## config.mk

```make
export PLATFORM = sky130hd
export DESIGN_NAME = compressor_24_2_acc_ctrl
export DESIGN_NICKNAME = d
export VERILOG_FILES = /design/src/rtl/compressor_24_2_acc_ctrl.sv
export SDC_FILE = /design/constraint.sdc
export NUM_CORES = 1
export LEC_CHECK = 0
export CELL_PAD_IN_SITES_DETAIL_PLACEMENT = 1
export CELL_PAD_IN_SITES_GLOBAL_PLACEMENT = 1
export CORE_MARGIN = 2
export CORE_UTILIZATION = 38
export CTS_BUF_LIST = sky130_fd_sc_hd__clkbuf_4
export DETAILED_ROUTE_END_ITERATION = 6
export HOLD_SLACK_MARGIN = 0.05
export PLACE_DENSITY = 0.77
export SLEW_MARGIN = 20
export SYNTH_ARGS = -nofsm -noshare
export SYNTH_HDL_FRONTEND = slang
export SYNTH_SLANG_ARGS = --single-unit
```

## constraint.sdc

```tcl
create_clock -name clk_i -period 2.7 [get_ports clk_i]
set_clock_uncertainty 0.05 [all_clocks]
set_input_delay 0.54 -clock clk_i [delete_from_list [all_inputs] [get_ports clk_i]]
set_output_delay 0.54 -clock clk_i [all_outputs]
set_load 0.01 [all_outputs]
```

## src/rtl/compressor_24_2_acc_ctrl.sv

```systemverilog
// Carry-save resolve and accumulate controller behind the 24:2 compressor tree.
// Accepts a programmed number of (sum, carry) beats and returns one signed dot-product result.
module compressor_24_2_acc_ctrl #(
  parameter int IN_SIZE  = 20,
  parameter int ACC_SIZE = 32,
  parameter int LEN_SIZE = 8
) (
  input  logic                       clk_i,
  input  logic                       rst_i,
  input  logic                       start_i,
  input  logic [LEN_SIZE-1:0]        cfg_len_i,
  output logic                       busy_o,
  input  logic                       in_valid_i,
  output logic                       in_ready_o,
  input  logic [IN_SIZE-1:0]         in_i [0:1],
  output logic                       out_valid_o,
  input  logic                       out_ready_i,
  output logic signed [ACC_SIZE-1:0] out_o,
  output logic                       overflow_o
);

  localparam logic [1:0] IDLE  = 2'd0;
  localparam logic [1:0] RUN   = 2'd1;
  localparam logic [1:0] DRAIN = 2'd2;
  localparam logic [1:0] DONE  = 2'd3;

  // Carry-out is dropped: the tree guarantees the true sum fits in IN_SIZE bits.
  function automatic logic [IN_SIZE-1:0] cs_resolve(input logic [IN_SIZE-1:0] s,
                                                    input logic [IN_SIZE-1:0] c);
    return s + c;
  endfunction

  function automatic logic signed [ACC_SIZE-1:0] sext(input logic signed [IN_SIZE-1:0] p);
    return ACC_SIZE'(p);
  endfunction

  function automatic logic add_ovf(input logic signed [ACC_SIZE-1:0] a,
                                   input logic signed [ACC_SIZE-1:0] b,
                                   input logic signed [ACC_SIZE-1:0] s);
    return (a[ACC_SIZE-1] == b[ACC_SIZE-1]) && (s[ACC_SIZE-1] != a[ACC_SIZE-1]);
  endfunction

  logic [1:0]                 state_q;
  logic [1:0]                 state_d;
  logic [LEN_SIZE-1:0]        len_q;
  logic [LEN_SIZE-1:0]        cnt_q;
  logic                       accept;
  logic                       last_beat;
  logic                       start_go;

  logic signed [IN_SIZE-1:0]  sum_p1;
  logic                       vld_p1;
  logic signed [ACC_SIZE-1:0] addend_p2;
  logic signed [ACC_SIZE-1:0] next_p2;
  logic signed [ACC_SIZE-1:0] acc_p2;
  logic                       ovf_p2;

  assign in_ready_o  = (state_q == RUN);
  assign busy_o      = (state_q != IDLE);
  assign out_valid_o = (state_q == DONE);
  assign out_o       = acc_p2;
  assign overflow_o  = ovf_p2;

  assign accept    = in_valid_i & in_ready_o;
  assign last_beat = accept && ((cnt_q + LEN_SIZE'(1)) == len_q);
  assign start_go  = (state_q == IDLE) && start_i;

  always_comb begin
    state_d = state_q;
    case (state_q)
      IDLE:    if (start_i) state_d = (cfg_len_i != '0) ? RUN : DONE;
      RUN:     if (last_beat) state_d = DRAIN;
      DRAIN:   if (!vld_p1) state_d = DONE;
      DONE:    if (out_ready_i) state_d = IDLE;
      default: state_d = IDLE;
    endcase
  end

  // Stage 1: resolve the carry-save pair at the acceptance edge
  always_ff @(posedge clk_i) begin
    if (accept) sum_p1 <= cs_resolve(in_i[0], in_i[1]);
  end

  // Stage 2: sign-extend and accumulate with wrap and sticky overflow
  assign addend_p2 = sext(sum_p1);
  assign next_p2   = acc_p2 + addend_p2;

  always_ff @(posedge clk_i) begin
    if (rst_i) begin
      state_q <= IDLE;
      len_q   <= '0;
      cnt_q   <= '0;
      vld_p1  <= 1'b0;
      acc_p2  <= '0;
      ovf_p2  <= 1'b0;
    end else begin
      state_q <= state_d;
      vld_p1  <= accept;
      if (start_go) begin
        len_q  <= cfg_len_i;
        cnt_q  <= '0;
        acc_p2 <= '0;
        ovf_p2 <= 1'b0;
      end else begin
        if (accept) cnt_q <= cnt_q + LEN_SIZE'(1);
        if (vld_p1) begin
          acc_p2 <= next_p2;
          if (add_ovf(acc_p2, addend_p2, next_p2)) ovf_p2 <= 1'b1;
        end
      end
    end
  end

endmodule

```

==> summary by stage <==
Outcome
The run finished, with violations left. The checks that failed: negative setup slack.

Yosys
Synthesis produced between 500 and 600 cells. The synthesized design contains 20 enable-type register cells. The share of the yosys chip area belonging to registers is about a third. A synthesized cell averages around 8.9 µm². The net count after synthesis is 699.

After synthesis, the share of flip-flops with an asynchronous set or reset is 0%. The prevailing post-synth register cell is sky130_fd_sc_hd__dfxtp_1. The post-synthesis register bit count is 72. The mapped netlist covers between 5000 and 6000 µm². After synthesis, the netlist uses 67 different library cells. The number of warnings printed during yosys synthesis is 0.

Power and ir drop
The combinational group share of total power is roughly 44%. Power spread over the standard cell area amounts to 522 nW/µm². VDD sags by at most 0.233 mV.

Summed over all cells, the static leakage comes to a little under 0.003 µW. The fraction of power spent switching nets is between 30% and 40%. The internal power of the cells totals roughly 2300 µW. The design draws approximately 3700 µW.

The fraction of power consumed by sequential logic is between 30% and 40%. The share of total power in the clock network is about a fifth. The net switching component of the power is around 1400 µW.

Floorplanning
In this run the count of I/O pins placed on the die edge is 89. The region available for standard cell placement spans approximately 13000 µm². The die is roughly 120 µm tall. The floorplan die area is between 10000 and 15000 µm². After floorplanning, the core was divided into 42 placement rows.

The die is around 120 µm wide. Once the floorplan was initialized, standard cells occupied 39.2% of the core.

Route
Summed over all layers, the routed wires come to 15000 µm. The final routed DRC violation total is 0. In this run the remaining antenna-violating nets after routing total 0.

After the first detailed-routing iteration, the DRC count stood at roughly 160. Summing over every cut layer, the via total after detailed routing is around 5000. The post-detailed-route via-to-cell ratio is roughly 5.5.

The final routed wire length divided by cell count is around 16 µm. The first detailed-routing pass took 4 iterations.

Setup path
The maximum net fanout on the critical path is 4. The worst stage delay on the critical path is between 0.3 and 0.4 ns. STA classifies the critical path startpoint as a flop. The number of buffers and inverters on the critical path is 2. The critical path goes through ha_2, fa_2, a21o_1, a221oi_4, a211oi_4, o2111ai_2, nand2_2, buf_4, buf_6, nor2_2, xor2_1, o22ai_1. The worst setup path is captured at a flop. The setup path with the least slack is of type reg2reg. The top cell family by delay on the critical path is compound AO/OA/AOI/OAI gates. The data arrival time of the worst path is ~3.0 ns. For this design, the slowest cell found on the critical path is sky130_fd_sc_hd__edfxtp_1.

The most critical setup path has its startpoint at sum_p1[0]. STA puts the critical path data required time at around 3.0 ns. In this run the critical register-to-register path is launched from sum_p1[0].

Clock network
The clock latency at the later pin of the worst-skew pair is 0.45 ns. The clock passes through at most 2 buffers. The number of CTS-inserted buffers is 9. The CTS tree is built. The tree is rooted in a sky130_fd_sc_hd__clkbuf_4. The H-tree generated during clock tree synthesis spans 3 levels.

The total clock sinks is slightly above 70. The clock input transition at the sequential cells of the worst setup and hold paths is around 0.13 ns.

GRT
The number of global-route vias before repair is slightly above 5000. The global-route track usage on met1 is between 20% and 30%. The first global-routing pass estimated 24500 µm of wire. The aggregate global-route resource usage is between 20 and 25%. The maximum number of pins on one net before global-route repair is 31. The met2 layer usage reported by global route is between 30% and 40%. Summed over all layers, the global routing overflow is 0. For met3 alone, demand over resource in global routing was 4.04%. The number of antenna violations at the first check in global routing came to 1. The global routing stage identified its most utilized layer as met2.

STA
The number of hold-slack violations in the final timing report is 0. The minimum clock period after layout is 2.73 ns. The count of pins over their slew limit is 0. The worst-case headroom to the max-slew limit is around three fifths.

The number of failing setup endpoints in the final timing report is 2. The share of the clock period used by the worst path is 101%. Setup repair after global routing could not meet its margin everywhere.

The actual slew at the worst max-slew pin is roughly 0.58 ns. Once routing completed, OpenROAD measured the worst setup slack at -0.0280 ns. The total negative setup slack is -0.0357 ns. The highest achievable clock rate is 367 MHz.

Cells and area
Once layout is complete, the cells apart from fillers number slightly above 900. In the final layout, the share of cells above drive strength 1 is between 10% and 20%. The library cell used most frequently in the layout, excluding fill and tap cells, is sky130_fd_sc_hd__clkdlybuf4s50_1. The library cells used most frequently in the layout, excluding fill and tap cells, are 88 x sky130_fd_sc_hd__clkdlybuf4s50_1, 59 x sky130_fd_sc_hd__buf_4, 51 x sky130_fd_sc_hd__dfxtp_1, 49 x sky130_fd_sc_hd__nand2_1, 49 x sky130_fd_sc_hd__ha_1. The cell area after layout is between 7000 and 8000 µm². After filler insertion, the fill cell instance count of the layout stands at about 1600. The area growth from synthesis to layout is 35.4%. In the final design database the tool counted between 800 and 900 nets.

Place
The final HPWL from detailed placement is between 10000 and 15000 µm. After detailed placement, the design holds a cell count of 889. The routability-driven placement congestion ratio is approximately 0.87. The placed instances occupy a cell area of 6640 µm².

The worst slack after detailed placement is -0.617 ns. Buffers placed on the I/O ports in this run total between 80 and 90.

Worst hold path
The launch point of the worst hold path is overflow_o. The tightest min-delay check is of the reg2reg type.

Job
The reported max-cap violation count is 0.
## layer usage
| layer | part of all wire, % | vias up |
|---|---|---|
| met3 | 3.7 | 21 |
| met5 | 0 | - |
| met4 | 1.8 | 0 |
| met1 | 43 | 2411 |
| li1 | - | 2468 |
| met2 | 51 | 77 |
## logic make-up (layout without fill, tap and decap cells)
group                      after synthesis  count (layout)  synth area share, %
and+or+nand+nor                        178             178                 16.1
buffers and inverters                   33             181                 3.30
adders and majority gates               58              58                 14.2
AOI/OAI and AO/OA                      168             168                 21.3
muxes                                   19              19                 3.64
DFF                                     72              72                 31.4
other                                    0               1                    0
xor gates and xnor gates                60              60                 10.1
## cell usage after synthesis (6+ instances only)
library cell | n | area (µm²)
sky130_fd_sc_hd__nand3_1 | 27 | 135
sky130_fd_sc_hd__nor3_1 | 9 | 45.0
sky130_fd_sc_hd__dfxtp_1 | 52 | 1040
sky130_fd_sc_hd__a211oi_1 | 8 | 60.1
sky130_fd_sc_hd__edfxtp_1 | 20 | 601
sky130_fd_sc_hd__o21ai_0 | 22 | 110
sky130_fd_sc_hd__clkbuf_1 | 7 | 26.3
sky130_fd_sc_hd__nor2b_1 | 6 | 37.5
sky130_fd_sc_hd__xor2_1 | 24 | 210
sky130_fd_sc_hd__inv_1 | 14 | 52.6
sky130_fd_sc_hd__nand4_1 | 10 | 62.6
sky130_fd_sc_hd__o21a_1 | 9 | 67.6
sky130_fd_sc_hd__ha_1 | 56 | 701
sky130_fd_sc_hd__a21oi_1 | 52 | 260
sky130_fd_sc_hd__and3_1 | 8 | 50.1
sky130_fd_sc_hd__o211ai_1 | 6 | 45.0
sky130_fd_sc_hd__nor2_1 | 47 | 176
sky130_fd_sc_hd__nand2_1 | 50 | 188
sky130_fd_sc_hd__o21bai_1 | 6 | 45.0
sky130_fd_sc_hd__xnor2_1 | 36 | 315
sky130_fd_sc_hd__a21o_1 | 25 | 188
sky130_fd_sc_hd__mux2i_1 | 19 | 190
## state kept, by name, indices dropped and copies added, names as in the netlist
register    flops
len_q           8
vld_p1          1
sum_p1         20
out_o          32
state_q         2
cnt_q           8
overflow_o      1
## final timing paths
kind,slack [ns],cells after the start,endpoint
setup / recovery,-0.03,12,out_o[22]
hold reg to reg,0.43,2,overflow_o
setup reg to reg,-0.03,12,out_o[22]
hold / removal,0.43,2,overflow_o
## tightest hold or removal path, delay by kind of cell (launching register included)
| family | cells | cell delay, ns |
|---|---|---|
| DFF | 1 | 0.33 |
| and+or+nand+nor | 2 | 0.11 |
## layout make-up
type                            count  area [µm²]  share of cell area (%)
Timing Repair Buffer              150        1370                    19.3
Inverter                           15        56.3                   0.795
Clock buffer                       10        75.1                    1.06
Clock inverter                      6        58.8                   0.831
Sequential cell                    72        1640                    23.2
Multi-Input combinational cell    483        3660                    51.7
Antenna cell                        1        2.50                  0.0354
Tap cell                          176         220                    3.11
## power by group through the flow
stage	Clock [µW]	Sequential (µW)	Combinational, µW
global route	779	1360	1820
floorplan	0	1370	976
global placement	0	1370	1470
finish	706	1350	1640
detailed placement	0	1370	1530
CTS	730	1350	1560
## stage by stage
step                hold slack (ns)  util (%)
global placement              0.401      49.8
detailed placement            0.415      49.8
global route                  0.463      53.0
finish                        0.428      53.0
floorplan                     0.398         -
CTS                           0.441      51.2
## timing repair
| action | 4_1_cts | 5_1_grt |
|---|---|---|
| resized for setup | 14 | 30 |
| endpoints found under the setup margin | 12 | 15 |
| pin swaps | 7 | 28 |
| setup buffers | 1 | 6 |
| hold buffers | 0 | 0 |
(Power assumes the default switching activity.)
